==> src/rtl/timer_seq_ctrl_if.sv <==
// Counter-side bus of the mm:ss timer sequencer.
// The sequencer is master; the counter instance is slave.
interface timer_seq_ctrl_if;
  logic        sec_tick;
  logic [15:0] digits;
  logic        cnt_ent;
  logic        cnt_up_down;
  logic        cnt_load;
  logic        cnt_clear;
  logic        cnt_en_bu;

  modport master (
    input  sec_tick,
    input  digits,
    output cnt_ent,
    output cnt_up_down,
    output cnt_load,
    output cnt_clear,
    output cnt_en_bu
  );

  modport slave (
    output sec_tick,
    output digits,
    input  cnt_ent,
    input  cnt_up_down,
    input  cnt_load,
    input  cnt_clear,
    input  cnt_en_bu
  );
endinterface

==> src/rtl/timer_seq_ctrl.sv <==
// Key debounce plus IDLE/SET/RUN/PAUSE/ALARM sequencer
// driving the mm:ss counter controls.
module timer_seq_ctrl #(
  parameter int DEB_CYCLES = 270000,
  parameter int ALARM_SECS = 10
) (
  input  logic              clk,
  input  logic              reset,
  input  logic              key_mode_n,
  input  logic              key_start_n,
  input  logic              dir_sw,
  timer_seq_ctrl_if.master  bus,
  output logic              alarm,
  output logic [2:0]        state
);

  localparam int CW =
    (DEB_CYCLES > 2) ? $clog2(DEB_CYCLES) : 1;
  localparam logic [CW-1:0] DEB_MAX =
    CW'(DEB_CYCLES - 1);
  localparam logic [7:0] ALARM_LAST =
    8'(ALARM_SECS - 1);

  typedef enum logic [2:0] {
    IDLE  = 3'd0,
    SET   = 3'd1,
    RUN   = 3'd2,
    PAUSE = 3'd3,
    ALARM = 3'd4
  } st_t;

  // bit 0 = START, bit 1 = MODE
  logic [1:0]    sync1, sync2, deb, press;
  logic [CW-1:0] dcnt [2];

  always_ff @(posedge clk or posedge reset) begin
    if (reset) begin
      sync1   <= 2'b11;
      sync2   <= 2'b11;
      deb     <= 2'b11;
      press   <= 2'b00;
      dcnt[0] <= '0;
      dcnt[1] <= '0;
    end else begin
      sync1 <= {key_mode_n, key_start_n};
      sync2 <= sync1;
      press <= 2'b00;
      for (int i = 0; i < 2; i++) begin
        if (sync2[i] == deb[i]) begin
          dcnt[i] <= '0;
        end else if (dcnt[i] == DEB_MAX) begin
          deb[i]   <= sync2[i];
          dcnt[i]  <= '0;
          press[i] <= ~sync2[i];
        end else begin
          dcnt[i] <= dcnt[i] + 1'b1;
        end
      end
    end
  end

  logic start_ev, mode_ev;
  assign start_ev = press[0];
  assign mode_ev  = press[1];

  st_t        st_q, st_d;
  logic       ud_q, ud_d;
  logic [1:0] mask_q, mask_d;
  logic [7:0] acnt_q, acnt_d;
  logic       load_q, load_d;
  logic       clear_q, clear_d;
  logic       ent_q, bu_q, alarm_q;
  logic       term;

  always_ff @(posedge clk or posedge reset) begin
    if (reset) begin
      st_q    <= IDLE;
      ud_q    <= 1'b0;
      mask_q  <= 2'd0;
      acnt_q  <= 8'd0;
      load_q  <= 1'b0;
      clear_q <= 1'b0;
      ent_q   <= 1'b0;
      bu_q    <= 1'b0;
      alarm_q <= 1'b0;
    end else begin
      st_q    <= st_d;
      ud_q    <= ud_d;
      mask_q  <= mask_d;
      acnt_q  <= acnt_d;
      load_q  <= load_d;
      clear_q <= clear_d;
      ent_q   <= (st_d == RUN);
      bu_q    <= (st_d == SET);
      alarm_q <= (st_d == ALARM);
    end
  end

  // mask hides stale digits until a load/clear lands
  always_comb begin
    st_d    = st_q;
    ud_d    = ud_q;
    mask_d  = (mask_q != 2'd0) ? mask_q - 2'd1 : 2'd0;
    acnt_d  = acnt_q;
    load_d  = 1'b0;
    clear_d = 1'b0;
    term    = (mask_q == 2'd0) &&
              (ud_q ? (bus.digits == 16'h0000)
                    : (bus.digits == 16'h5959));
    unique case (st_q)
      IDLE: begin
        if (start_ev) begin
          st_d    = RUN;
          mask_d  = 2'd3;
          ud_d    = dir_sw;
          load_d  = dir_sw;
          clear_d = ~dir_sw;
        end else if (mode_ev) begin
          st_d = SET;
        end
      end
      SET: begin
        if (start_ev) begin
          st_d   = RUN;
          mask_d = 2'd3;
          ud_d   = dir_sw;
          load_d = 1'b1;
        end else if (mode_ev) begin
          st_d = IDLE;
        end
      end
      RUN: begin
        if (start_ev) begin
          st_d = PAUSE;
        end else if (term) begin
          st_d   = ALARM;
          acnt_d = 8'd0;
        end
      end
      PAUSE: begin
        if (start_ev) begin
          st_d   = RUN;
          mask_d = 2'd0;
        end else if (mode_ev) begin
          st_d = IDLE;
        end
      end
      ALARM: begin
        if (start_ev || mode_ev) begin
          st_d = IDLE;
        end else if (bus.sec_tick) begin
          if (acnt_q == ALARM_LAST) st_d = IDLE;
          else acnt_d = acnt_q + 8'd1;
        end
      end
      default: st_d = IDLE;
    endcase
  end

  assign bus.cnt_ent     = ent_q;
  assign bus.cnt_up_down = ud_q;
  assign bus.cnt_load    = load_q;
  assign bus.cnt_clear   = clear_q;
  assign bus.cnt_en_bu   = bu_q;
  assign alarm           = alarm_q;
  assign state           = st_q;

endmodule

==> src/flat_wrapper.sv <==
// flat-port wrapper written by rule: the top's interface ports become plain ports
module timer_seq_ctrl_flat 
#(
  parameter int DEB_CYCLES = 270000,
  parameter int ALARM_SECS = 10
)
  (clk, reset, key_mode_n, key_start_n, dir_sw, alarm, state, bus_sec_tick, bus_digits, bus_cnt_ent, bus_cnt_up_down, bus_cnt_load, bus_cnt_clear, bus_cnt_en_bu);
  timer_seq_ctrl_if bus_i ();
  input  logic clk;
  input  logic reset;
  input  logic key_mode_n;
  input  logic key_start_n;
  input  logic dir_sw;
  output logic alarm;
  output logic [2:0] state;
  input wire logic [$bits(bus_i.sec_tick)-1:0] bus_sec_tick;
  input wire logic [$bits(bus_i.digits)-1:0] bus_digits;
  output wire logic [$bits(bus_i.cnt_ent)-1:0] bus_cnt_ent;
  output wire logic [$bits(bus_i.cnt_up_down)-1:0] bus_cnt_up_down;
  output wire logic [$bits(bus_i.cnt_load)-1:0] bus_cnt_load;
  output wire logic [$bits(bus_i.cnt_clear)-1:0] bus_cnt_clear;
  output wire logic [$bits(bus_i.cnt_en_bu)-1:0] bus_cnt_en_bu;
  assign bus_i.sec_tick = bus_sec_tick;
  assign bus_i.digits = bus_digits;
  assign bus_cnt_ent = bus_i.cnt_ent;
  assign bus_cnt_up_down = bus_i.cnt_up_down;
  assign bus_cnt_load = bus_i.cnt_load;
  assign bus_cnt_clear = bus_i.cnt_clear;
  assign bus_cnt_en_bu = bus_i.cnt_en_bu;
  timer_seq_ctrl #(.DEB_CYCLES(DEB_CYCLES), .ALARM_SECS(ALARM_SECS)) u_core (.clk(clk), .reset(reset), .key_mode_n(key_mode_n), .key_start_n(key_start_n), .dir_sw(dir_sw), .bus(bus_i), .alarm(alarm), .state(state));
endmodule
==> config.mk <==
export PLATFORM = sky130hd
export DESIGN_NAME = timer_seq_ctrl_flat
export DESIGN_NICKNAME = d
export VERILOG_FILES = /design/src/rtl/timer_seq_ctrl_if.sv /design/src/rtl/timer_seq_ctrl.sv /design/src/flat_wrapper.sv
export SDC_FILE = /design/constraint.sdc
export NUM_CORES = 1
export LEC_CHECK = 0
export BUFFER_PORTS_ARGS = -buffer_cell sky130_fd_sc_hd__buf_2
export CELL_PAD_IN_SITES_DETAIL_PLACEMENT = 1
export CELL_PAD_IN_SITES_GLOBAL_PLACEMENT = 1
export CORE_MARGIN = 2
export CORE_UTILIZATION = 46
export CTS_CLUSTER_SIZE = 8
export DETAILED_ROUTE_END_ITERATION = 10
export PLACE_DENSITY_LB_ADDON = 0.1
export SYNTH_ARGS = -nofsm -noshare
export SYNTH_HDL_FRONTEND = slang
export SYNTH_SLANG_ARGS = --single-unit
==> constraint.sdc <==
create_clock -name clk -period 2.3 [get_ports clk]
set_input_delay 0.115 -clock clk [delete_from_list [all_inputs] [get_ports clk]]
set_output_delay 0.115 -clock clk [all_outputs]
set_load 0.05 [all_outputs]
==> metrics.md, run 1 <==
| Metric | Value |
|---|---|
| Tmin final | `2210 ps` |
| Core ar. | `6760 µm²` |
| DR pass1 iterations | `4` |
| Row count | `30` |
| Synthesis-to-finish area growth | `17.9%` |
| Clk buf depth | `2` |
| CP arrival | `2420 ps` |
| Yosys warnings | `0` |
| Post-synthesis sequential area ratio | `0.510` |
| Fraction of layout cells with a size suffix above 1 | `0.204` |
| Syn nets | `348` |
| Crit-path cells | `or4_1, nor4_4, o2bb2ai_4, buf_4, buf_4, o31ai_1, a21oi_1` |
| Max cap viols | `0` |
| Hold Crit Start | `bus_sec_tick` |
| # nets final | `394` |
| #FFs+latches synth | `65` |
| Post-synthesis compound-gate area fraction | `0.0660` |
| Simple-gate area share of the yosys netlist | `0.270` |
| Fmax | `0.452 GHz` |
| Peak VDD IR | `0.474 mV` |
| Max incr delay on CP | `580 ps` |
| Post-synth top cells | `dfrtp_1, nor2_1, xor2_1, nand2_1, nand3_1` |
| Num CTS Buffers | `9` |
| Hold Path Class | `in -> reg` |
| Worst R2R Path Depth | `7` |
| EDFF count, synth | `0` |
| XOR/XNOR Fraction of Synth Area | `0.0930` |
| CTS tree | `built` |
| Nature of the critical path endpoint | `flip-flop` |
| Synth cell types | `45` |
| Post-Layout Inst Area | `3780 µm²` |
| DIE AREA | `7650 µm²` |
| Top-Level Pins | `31` |
| Syn avg cell area | `9.95 µm²` |
| Crit start category | `flip-flop` |
| Cell taking the most area after synthesis | `dfrtp_1` |
| Post-DP HPWL | `4.87 mm` |
| Critical Path Fanout Max | `6` |
| Combinational family with the most area after synthesis | `simple AND/OR/NAND/NOR gates` |
| Largest net degree at the start of global routing | `37` |
| Vias per cell | `5.58` |
| Global-route wire length before repair | `11.7 mm` |
| Top_reg_cell synth | `dfrtp_1` |
| Final Hold Viols | `0` |
| Total number of vias | `2523` |
| ANT nets after route | `0` |
| Hold Path Depth | `3` |
| Post-synthesis mux area share | `0.0137` |
| Clk sink count | `65` |
| Total gr overflow | `0` |
| Cell count after synthesis | `322` |
| Yosys top cell area share | `0.461` |
| WP data required | `2510 ps` |
| Outcome | `finished clean` |
| Final Util | `0.559` |
| Initial DRC Count | `70` |
| Setup Skew | `11.7 ps` |
| Pwr/cell area | `591 nW/µm²` |
| Most used cell along the critical path | `buf_4` |
| Setup CP Type | `reg -> reg` |
| RR Endpoint | `u_core.acnt_q[6]$_DFFE_PP0P_` |
| Adder and majority gate portion of the synthesized area | `0.0156` |
| CP top delay family | `simple AND/OR/NAND/NOR gates` |
| Port Buffer Count | `30` |
| Mapped Area | `3200 µm²` |
| Placed inst area | `3470 µm²` |
| Die Height | `87.4 µm` |
| Period utilization | `0.963` |
| Residual DRC | `0` |
| Routed length per placed instance | `15.5 µm` |
| Root Buffer | `clkbuf_8` |
| All-Layer GR Usage | `0.195` |
| RePlAce Congestion | `0.778` |
| Most common cell in the netlist | `dfrtp_1` |
| Worst path bufs/invs | `2` |
| # H-tree levels | `3` |
| Max_slew headroom | `0.558` |
| Clk pin slew, worst setup/hold paths | `70 ps` |
| Clock latency at the later pin of the worst-skew pair | `330 ps` |
| Initial antenna violation count | `0` |
| Initial Util | `0.474` |
| Async set-reset flop share out of synthesis | `1.00` |
| Chip width | `87.4 µm` |
| Number of global-route vias before repair | `2500` |
| Final Max Slew Viols | `0` |
| # setup viols final | `0` |
| Crit Reg-Reg Startpoint | `u_core.mask_q[1]$_DFF_PP0_` |
| Synth top area cells | `dfrtp_1, xor2_1, nor2_1` |
| Final wirelength | `7.00 mm` |
| FF-to-FF setup slack | `90 ps` |
| ANT cells | `0` |
| CP max-delay cell | `or4_1` |
| Hold EP | `u_core.acnt_q[0]$_DFFE_PP0P_` |
| Leak Pwr | `1.70 nW` |
| Worst Max-Slew Pin Slew | `663 ps` |
==> cell families after synthesis <==
family	after synthesis
AOI/OAI and AO/OA	35
xor gates and xnor gates	34
adders and majority gates	4
buffers and inverters	21
DFF	65
muxes	4
and+or+nand+nor	159
==> layout make-up <==
class | count | area (µm²)
Fill cell | 776 | 2980
Sequential cell | 65 | 1630
Multi-Input combinational cell | 236 | 1500
Timing Repair Buffer | 47 | 313
Clock buffer | 12 | 155
Tap cell | 80 | 100
Clock inverter | 3 | 40.0
Inverter | 9 | 33.8
==> repair_timing <==
action,4_1_cts,5_1_grt
hold buffers,4,0
gates resized for setup,0,6
setup buffers,0,5
setup endpoints to repair,0,1
hold endpoints to repair,30,0
==> state kept, by name (all words and copies together), names as in the netlist <==
| name | count |
|---|---|
| u_core.mask_q | 2 |
| u_core.bus.cnt_up_down | 1 |
| u_core.bus.cnt_ent | 1 |
| u_core.sync2 | 2 |
| u_core.sync1 | 2 |
| u_core.bus.cnt_load | 1 |
| u_core.bus.cnt_en_bu | 1 |
| u_core.alarm | 1 |
| u_core.dcnt | 38 |
| u_core.acnt_q | 8 |
| u_core.bus.cnt_clear | 1 |
| u_core.deb | 2 |
| u_core.press | 2 |
| u_core.state | 3 |
==> cells in the final DEF (no fill, tap or decap), types with 5 or more instances in the layout <==
cell	n
and3_1	10
buf_4	11
buf_2	30
nor2_1	51
inv_1	8
dfstp_2	6
nand3_1	19
nor4_1	5
nand2_1	21
xor2_1	23
o21ai_0	12
dfrtp_1	59
and4_1	6
xnor2_1	11
a21oi_1	12
or4_1	6
nand4_1	11
clkbuf_8	11
==> stage by stage <==
step	std cells	hold WS, ps	worst slack [ps]	TNS, ps	power (mW)
3_5_place_dp	428	221	169	0	1.29
6_report	452	143	85.8	0	2.23
5_1_grt	452	139	-38.9	-48.9	2.33
2_1_floorplan	322	119	31.4	0	1.24
3_3_place_gp	428	220	183	0	1.29
4_1_cts	447	139	140	0	2.27
==> report_power, final <==
group	total [mW]	internal [mW]	leakage [nW]	switching (mW)
Clock	0.960	0.551	0.102	0.409
Sequential	1.17	1.16	0.869	0.0111
Combinational	0.103	0.0405	0.727	0.0624
==> worst max-delay path by stage <==
| stage | start | end | slack, ps | cells after the start |
|---|---|---|---|---|
| after CTS | u_core.mask_q[0]$_DFF_PP0_ | u_core.acnt_q[6]$_DFFE_PP0P_ | 140 | 5 |
| after global routing | u_core.mask_q[0]$_DFF_PP0_ | u_core.acnt_q[6]$_DFFE_PP0P_ | -40 | 7 |
| after detailed placement | u_core.mask_q[0]$_DFF_PP0_ | u_core.acnt_q[6]$_DFFE_PP0P_ | 170 | 5 |
| final | u_core.mask_q[1]$_DFF_PP0_ | u_core.acnt_q[6]$_DFFE_PP0P_ | 90 | 7 |
| after global placement | u_core.mask_q[0]$_DFF_PP0_ | u_core.acnt_q[4]$_DFFE_PP0P_ | 180 | 5 |
| after floorplan | u_core.state[1]$_DFF_PP0_ | u_core.acnt_q[6]$_DFFE_PP0P_ | 30 | 6 |
==> routing by layer <==
layer	GRT usage	routed length [µm]
met2	0.323	3390
met3	0.0540	247
met5	0	0
met1	0.253	3270
met4	0.0503	87
==> worst register-to-register path, cell delays in order (launching register included) <==
cell       delay (ps)
dfrtp_1           370
or4_1             580
nor4_4            370
o2bb2ai_4         130
buf_4             170
buf_4             130
o31ai_1           250
a21oi_1           100
Note: power is estimated with default switching activity, not from simulation.
==> run 2, diff against run 1 <==
ABC_AREA = 1   (was default)
CELL_PAD_IN_SITES_DETAIL_PLACEMENT = 0   (was 1)
CELL_PAD_IN_SITES_GLOBAL_PLACEMENT = 2   (was 1)
CORE_UTILIZATION = 35   (was 46)
==> run 2 against run 1 <==
Effect of this change: worst setup slack better by 490 ps; cell count up 48%; wire length up 19%; clock power up 3.9%; combinational power up 49%; synthesized area up 13%; final area up 11%; critical path depth down 1; sequential share of layout area down 4.3 points; die area up 46%; critical path type unchanged.
==> metrics.md, run 2 <==
| Metric | Value |
|---|---|
| Outcome | `finished clean` |
| Post-synthesis sequential area ratio | `0.452 (-0.0581)` |
| Initial Util | `0.355 (-0.119)` |
| Die Height | `106 µm (+21%)` |
| EDFF count, synth | `0 (unchanged)` |
| Clk sink count | `65 (unchanged)` |
| Final wirelength | `8.33 mm (+19%)` |
| Tmin final | `1720 ps (-491 ps)` |
| Post-synth top cells | `nand2_1, nor2_1, dfrtp_1, inv_1, nand3_1` |
| Num CTS Buffers | `9 (unchanged)` |
| Async set-reset flop share out of synthesis | `1.00 (unchanged)` |
| Fraction of layout cells with a size suffix above 1 | `0.137 (-0.0668)` |
| Clk pin slew, worst setup/hold paths | `80 ps (about the same)` |
| Max cap viols | `0 (unchanged)` |
| Combinational family with the most area after synthesis | `simple AND/OR/NAND/NOR gates` |
| ANT nets after route | `0 (unchanged)` |
| Max incr delay on CP | `480 ps (-100 ps)` |
| WP data required | `2510 ps (about the same)` |
| Root Buffer | `clkbuf_8` |
| Cell taking the most area after synthesis | `dfrtp_1` |
| Crit-path cells | `ha_1, nand3_2, nor2_2, nand4_1, xor2_1, nor2_1` |
| All-Layer GR Usage | `0.165 (-0.0308)` |
| Adder and majority gate portion of the synthesized area | `0.0138 (-0.00178)` |
| #FFs+latches synth | `65 (unchanged)` |
| Yosys top cell area share | `0.408 (-0.0525)` |
| Initial DRC Count | `148 (+110%)` |
| Post-synthesis mux area share | `0 (-0.0137)` |
| Synthesis-to-finish area growth | `16.1%` |
| Sequential Area | `1630 µm² (unchanged)` |
| # setup viols final | `0 (unchanged)` |
| Vias per cell | `4.68 (-16%)` |
| Hold Path Class | `in -> reg` |
| Syn avg cell area | `7.53 µm² (-24%)` |
| Setup Skew | `14.4 ps (+2.78 ps)` |
| Max FFs per register | `38 (unchanged)` |
| # nets final | `552 (+40%)` |
| Reg with most FFs | `u_core.dcnt` |
| Top-Level Pins | `31 (unchanged)` |
| Multi-input logic area | `1740 µm² (+16%)` |
| Number of global-route vias before repair | `3134 (+25%)` |
| Final Hold Viols | `0 (unchanged)` |
| Total number of vias | `3120 (+24%)` |
| ANT cells | `0 (unchanged)` |
| Total gr overflow | `0 (unchanged)` |
| Cell count after synthesis | `480 (+49%)` |
| Pwr/cell area | `555 nW/µm² (-6.2%)` |
| Synth cell types | `28 (-38%)` |
| Mapped Area | `3610 µm² (+13%)` |
| RePlAce Congestion | `0.825 (+6.1%)` |
| Setup TNS | `0 ps (unchanged)` |
| Critical Path Fanout Max | `8 (+2)` |
| Simple-gate area share of the yosys netlist | `0.376 (+0.106)` |
| Nature of the critical path endpoint | `flip-flop` |
| CP max-delay cell | `dfrtp_1` |
| Initial antenna violation count | `0 (unchanged)` |
| Crit start category | `flip-flop` |
| DIE AREA | `11200 µm² (+46%)` |
| Chip width | `106 µm (+21%)` |
| Setup CP Type | `reg -> reg` |
| Power, Total | `2.33 mW (+4.2%)` |
| Largest net degree at the start of global routing | `40 (+8.1%)` |
| Clock latency at the later pin of the worst-skew pair | `340 ps (about the same)` |
| Global-route wire length before repair | `14.6 mm (+25%)` |
| Commonest non-fill, non-tap cell in the layout | `nand2_1` |
| Worst Max-Slew Pin Slew | `624 ps (-38.8 ps)` |
| Peak VDD IR | `0.322 mV (-32%)` |
| DR pass1 iterations | `4 (unchanged)` |
| Residual DRC | `0 (unchanged)` |
| Port Buffer Count | `30 (unchanged)` |
| Top_reg_cell synth | `dfrtp_1` |
| Yosys warnings | `0 (unchanged)` |
| Routed length per placed instance | `12.5 µm (-19%)` |
| XOR/XNOR Fraction of Synth Area | `0.0557 (-0.0372)` |
| Post-synthesis compound-gate area fraction | `0.0374 (-0.0286)` |
| Synth top area cells | `dfrtp_1, nand2_1, nor2_1` |
| Leak Pwr | `1.79 nW (+5.7%)` |
| Period utilization | `0.749 (-0.214)` |
| Filler Cell Count | `1104 (+42%)` |
| Core ar. | `10200 µm² (+51%)` |
| Unrepaired setup endpoints after global routing | `false` |
| Max_slew headroom | `0.583 (+0.0259)` |
| Most frequent cells in the layout | `nand2_1, nor2_1, dfrtp_1` |
| CP arrival | `1940 ps (-480 ps)` |
| # H-tree levels | `3 (unchanged)` |
| Row count | `37 (+23%)` |
| CTS tree | `built` |
| Syn nets | `506 (+45%)` |
| Post-DP HPWL | `6.30 mm (+29%)` |
| Clk buf depth | `2 (unchanged)` |
| Final Max Slew Viols | `0 (unchanged)` |
| Fmax | `0.580 GHz (+29%)` |
| Most common cell in the netlist | `nand2_1` |
## run 2: changes by cell type after synthesis, moves of 5 or more
cell,delta
xnor2_1,-7
or4_1,-6
nand4_1,+5
and3_1,-10
clkbuf_1,-6
nor4_1,-5
nand2_2,+5
nand2_1,+83
nor2_1,+49
nor3_1,+20
and4_1,-6
nor2_2,+6
inv_1,+49
nand3_1,+11
## run 2: per-stage QoR
stage | hold WS (ps) | cells | util | setup WS, ps | area (µm²)
6_report | 136 | 667 | 0.412 | 577 | 4200
5_1_grt | 180 | 667 | 0.412 | 399 | 4200
4_1_cts | 132 | 667 | 0.412 | 554 | 4200
3_5_place_dp | 226 | 647 | 0.388 | 593 | 3960
3_3_place_gp | 221 | 647 | 0.388 | 612 | 3960
2_1_floorplan | 119 | 480 | - | 568 | 3610
## run 2: final cells by class
cell class	count	area share
clock buffer	14	0.0388
clock inverter	2	0.00895
inverter	61	0.0546
multi-input combinational	353	0.416
sequential	65	0.390
tap	136	0.0406
timing repair buffer	36	0.0519
## run 2: routing by layer
metal  wire length, µm  up-vias  share of wire  GRT usage
met3               243        8          0.029     0.0291
met4                99        0          0.012     0.0592
li1                  -     1624              -          -
met5                 0        -              0          0
met2              3870       35           0.47      0.264
met1              4110     1453           0.49      0.224
## run 2: path summary, 6_finish.rpt
| kind | cells after the start | slack, ps | startpoint | to |
|---|---|---|---|---|
| max | 6 | 580 | u_core.dcnt[19]$_DFF_PP0_ | u_core.dcnt[35]$_DFF_PP0_ |
| min in group asynchronous | 3 | 390 | reset | u_core.acnt_q[7]$_DFFE_PP0P_ |
| min reg2reg | 0 | 350 | u_core.sync1[1]$_DFF_PP1_ | u_core.sync2[1]$_DFF_PP1_ |
| max reg2reg | 6 | 580 | u_core.dcnt[19]$_DFF_PP0_ | u_core.dcnt[35]$_DFF_PP0_ |
| min | 4 | 140 | bus_sec_tick | u_core.state[2]$_DFF_PP0_ |
| max in group asynchronous | 4 | 1210 | reset | u_core.sync1[1]$_DFF_PP1_ |
## run 2: where the power goes
| part | switching, mW | internal [mW] | total (mW) |
|---|---|---|---|
| sequential | 0.0160 | 1.16 | 1.18 |
| clock | 0.434 | 0.562 | 0.997 |
| combinational | 0.104 | 0.0486 | 0.153 |
| total | 0.555 | 1.77 | 2.33 |
## run 2: cell families after synthesis
group           after synthesis
compound gates               25
fa+ha+maj                     4
simple gates                301
buf+inv                      62
flops                        65
xor+xnor                     23
## run 2: critical path, delay by kind of cell, from the launching register on
| kind | cells | cell delay, ps |
|---|---|---|
| AND/OR/NAND/NOR | 4 | 590 |
| flip-flops | 1 | 480 |
| adder cells (fa/ha/maj) | 1 | 350 |
| XOR/XNOR | 1 | 170 |
## run 2: repair_timing
item / CTS / global route
hold buffers: 4 / 0
endpoints found under the hold margin: 26 / 0
buffers inserted: 0 / 0
gates resized for setup: 0 / 0
==> run 3, diff against run 2 <==
CORE_UTILIZATION = 31   (was 35)
clock period = 1.5 ns   (was 2.3 ns; I/O delays follow)
==> run 3 against run 2 <==
Effect of this change: worst setup slack worse by 500 ps; combinational power rose by 86%; power increased by 84%; sequential power increased by 53%; register-to-register slack lost 500 ps; sequential cell count stayed put; worst hold slack worse by 23 ps; first-iteration DRC count rose by 9.5%; wire length is 7.0% higher; maximum frequency increased by 21%; critical path depth shrank 1; critical endpoint is now u_core.dcnt[36]$_DFF_PP0_; largest cell class unchanged.
==> metrics.md, run 3 (synthesis results as in run 2) <==
| Metric | Value |
|---|---|
| Root Buffer | `clkbuf_16` |
| Initial antenna violation count | `0 (unchanged)` |
| Max incr delay on CP | `530 ps (+50 ps)` |
| Final worst slack | `77.5 ps (-500 ps)` |
| Core ar. | `11400 µm² (+12%)` |
| Post-Layout Cell Count | `703 (+5.4%)` |
| DIE AREA | `12500 µm² (+12%)` |
| Worst path bufs/invs | `3 (+3)` |
| Final Hold Viols | `0 (unchanged)` |
| Period utilization | `0.948 (+0.199)` |
| Die Height | `112 µm (+6.0%)` |
| Clk sink count | `65 (unchanged)` |
| Setup CP Type | `reg -> reg` |
| CP max-delay cell | `dfstp_2` |
| # H-tree levels | `3 (unchanged)` |
| WP data required | `1750 ps (-760 ps)` |
| Max FFs per register | `38 (unchanged)` |
| Number of global-route vias before repair | `3223 (+2.8%)` |
| Nature of the critical path endpoint | `flip-flop` |
| Routed length per placed instance | `12.7 µm (+1.5%)` |
| CP arrival | `1680 ps (-260 ps)` |
| Total number of vias | `3227 (+3.4%)` |
| Pwr/cell area | `930 nW/µm² (+68%)` |
| Tmin final | `1420 ps (-300 ps)` |
| Crit start category | `flip-flop` |
| Outcome | `finished clean` |
| CTS tree | `built` |
| Unrepaired setup endpoints after global routing | `true` |
| Chip width | `112 µm (+6.0%)` |
| Synthesis-to-finish area growth | `27.2%` |
| Clock latency at the later pin of the worst-skew pair | `330 ps (about the same)` |
| Port Buffer Count | `30 (unchanged)` |
| Post-DP HPWL | `6.61 mm (+4.9%)` |
| Initial Util | `0.317 (-0.0383)` |
| CP Launch Point | `u_core.sync2[0]$_DFF_PP1_` |
| Multi-input logic area | `1810 µm² (+3.6%)` |
| Final Util | `0.403 (-0.00911)` |
| Sequential Area | `1640 µm² (+0.38%)` |
| Crit-path cells | `xor2_1, buf_4, clkinv_1, buf_4, a21oi_1` |
| Placed cells | `678 (+4.8%)` |
| Most used cell along the critical path | `buf_4` |
| Clk pin slew, worst setup/hold paths | `50 ps (-30 ps)` |
| Residual DRC | `0 (unchanged)` |
| Peak VDD IR | `0.437 mV (+36%)` |
| Final Max Slew Viols | `0 (unchanged)` |
| ANT cells | `0 (unchanged)` |
| CP top delay family | `flip-flops` |
| Filler Cell Count | `1198 (+8.5%)` |
| Fmax | `0.703 GHz (+21%)` |
| DR pass1 iterations | `4 (unchanged)` |
| Place WS | `4.55 ps (-588 ps)` |
| Clk buf depth | `2 (unchanged)` |
| Fraction of layout cells with a size suffix above 1 | `0.221 (+0.0840)` |
| Setup Skew | `4.80 ps (-9.63 ps)` |
| Post-Layout Inst Area | `4600 µm² (+9.6%)` |
| Max cap viols | `0 (unchanged)` |
| All-Layer GR Usage | `0.154 (-0.0103)` |
| Reg with most FFs | `u_core.dcnt` |
| ANT nets after route | `0 (unchanged)` |
| # setup viols final | `0 (unchanged)` |
| Placed inst area | `4150 µm² (+5.0%)` |
| Max_slew headroom | `0.790 (+0.206)` |
| Hold Crit Start | `bus_sec_tick` |
| Largest net degree at the start of global routing | `55 (+38%)` |
| Global-route wire length before repair | `15.4 mm (+5.6%)` |
| Commonest non-fill, non-tap cell in the layout | `nand2_1` |
| Leak Pwr | `1.98 nW (+10%)` |
| Top-Level Pins | `31 (unchanged)` |
| Worst Max-Slew Pin Slew | `316 ps (-308 ps)` |
| Total gr overflow | `0 (unchanged)` |
| Power, Total | `4.28 mW (+84%)` |
| Most frequent cells in the layout | `nand2_1, nor2_1, dfrtp_1` |
| Critical Path Fanout Max | `5 (-3)` |
| # nets final | `581 (+5.3%)` |
| Crit Reg-Reg Startpoint | `u_core.sync2[0]$_DFF_PP1_` |
| Hold Path Class | `in -> reg` |
| Final wirelength | `8.91 mm (+7.0%)` |
| Row count | `39 (+5.4%)` |
| RePlAce Congestion | `0.828 (+0.36%)` |
| Vias per cell | `4.59 (-1.9%)` |
| Initial DRC Count | `162 (+9.5%)` |
| Num CTS Buffers | `9 (unchanged)` |
==> run 3: worst register-to-register path: stages (launching register included) <==
cell and delay [ps]:
dfstp_2 530, xor2_1 170, buf_4 150, clkinv_1 160, buf_4 210, a21oi_1 120
==> run 3: repair_timing <==
| action | 4_1_cts | 5_1_grt |
|---|---|---|
| resized for setup | 1 | 20 |
| setup buffers | 0 | 4 |
| gates cloned | 0 | 1 |
| pin swaps | 0 | 3 |
| hold endpoints to repair | 14 | 0 |
| hold buffers | 4 | 0 |
| setup endpoints to repair | 1 | 30 |
==> run 3: path summary, 6_finish.rpt <==
check                      slack [ps]  cells past startpoint                        end
max                                80                      5  u_core.dcnt[36]$_DFF_PP0_
min reg2reg                       360                      0  u_core.sync2[1]$_DFF_PP1_
min in group asynchronous         250                      3  u_core.dcnt[30]$_DFF_PP0_
min                               110                      4     u_core.alarm$_DFF_PP0_
max reg2reg                        80                      5  u_core.dcnt[36]$_DFF_PP0_
max in group asynchronous         630                      4  u_core.sync2[1]$_DFF_PP1_
==> run 3: routing by layer <==
layer  global-route usage  vias to the layer above  share of wire
met5                    0                        -              0
met4               0.0764                        0          0.021
met3               0.0294                       12          0.030
met2                0.243                       40           0.45
met1                0.204                     1482           0.49
li1                     -                     1693              -
==> run 3: power breakdown <==
| group | switching [mW] | internal (mW) | total, mW |
|---|---|---|---|
| clock | 0.765 | 1.42 | 2.19 |
| combinational | 0.180 | 0.105 | 0.285 |
| sequential | 0.0207 | 1.79 | 1.81 |
==> run 3: cell type report <==
class                           instances  share of cell area
Multi-Input combinational cell        354               0.393
Sequential cell                        65               0.357
Timing Repair Buffer                   64              0.0930
Clock buffer                           14              0.0596
Inverter                               61              0.0514
Tap cell                              143              0.0389
Clock inverter                          2             0.00762
==> run 3: metrics by stage <==
stage          hold WS [ps]  TNS [ps]
2_1_floorplan          79.5         0
3_3_place_gp           49.9         0
3_5_place_dp           49.9         0
4_1_cts                 105         0
5_1_grt                 169      -127
6_report                113         0
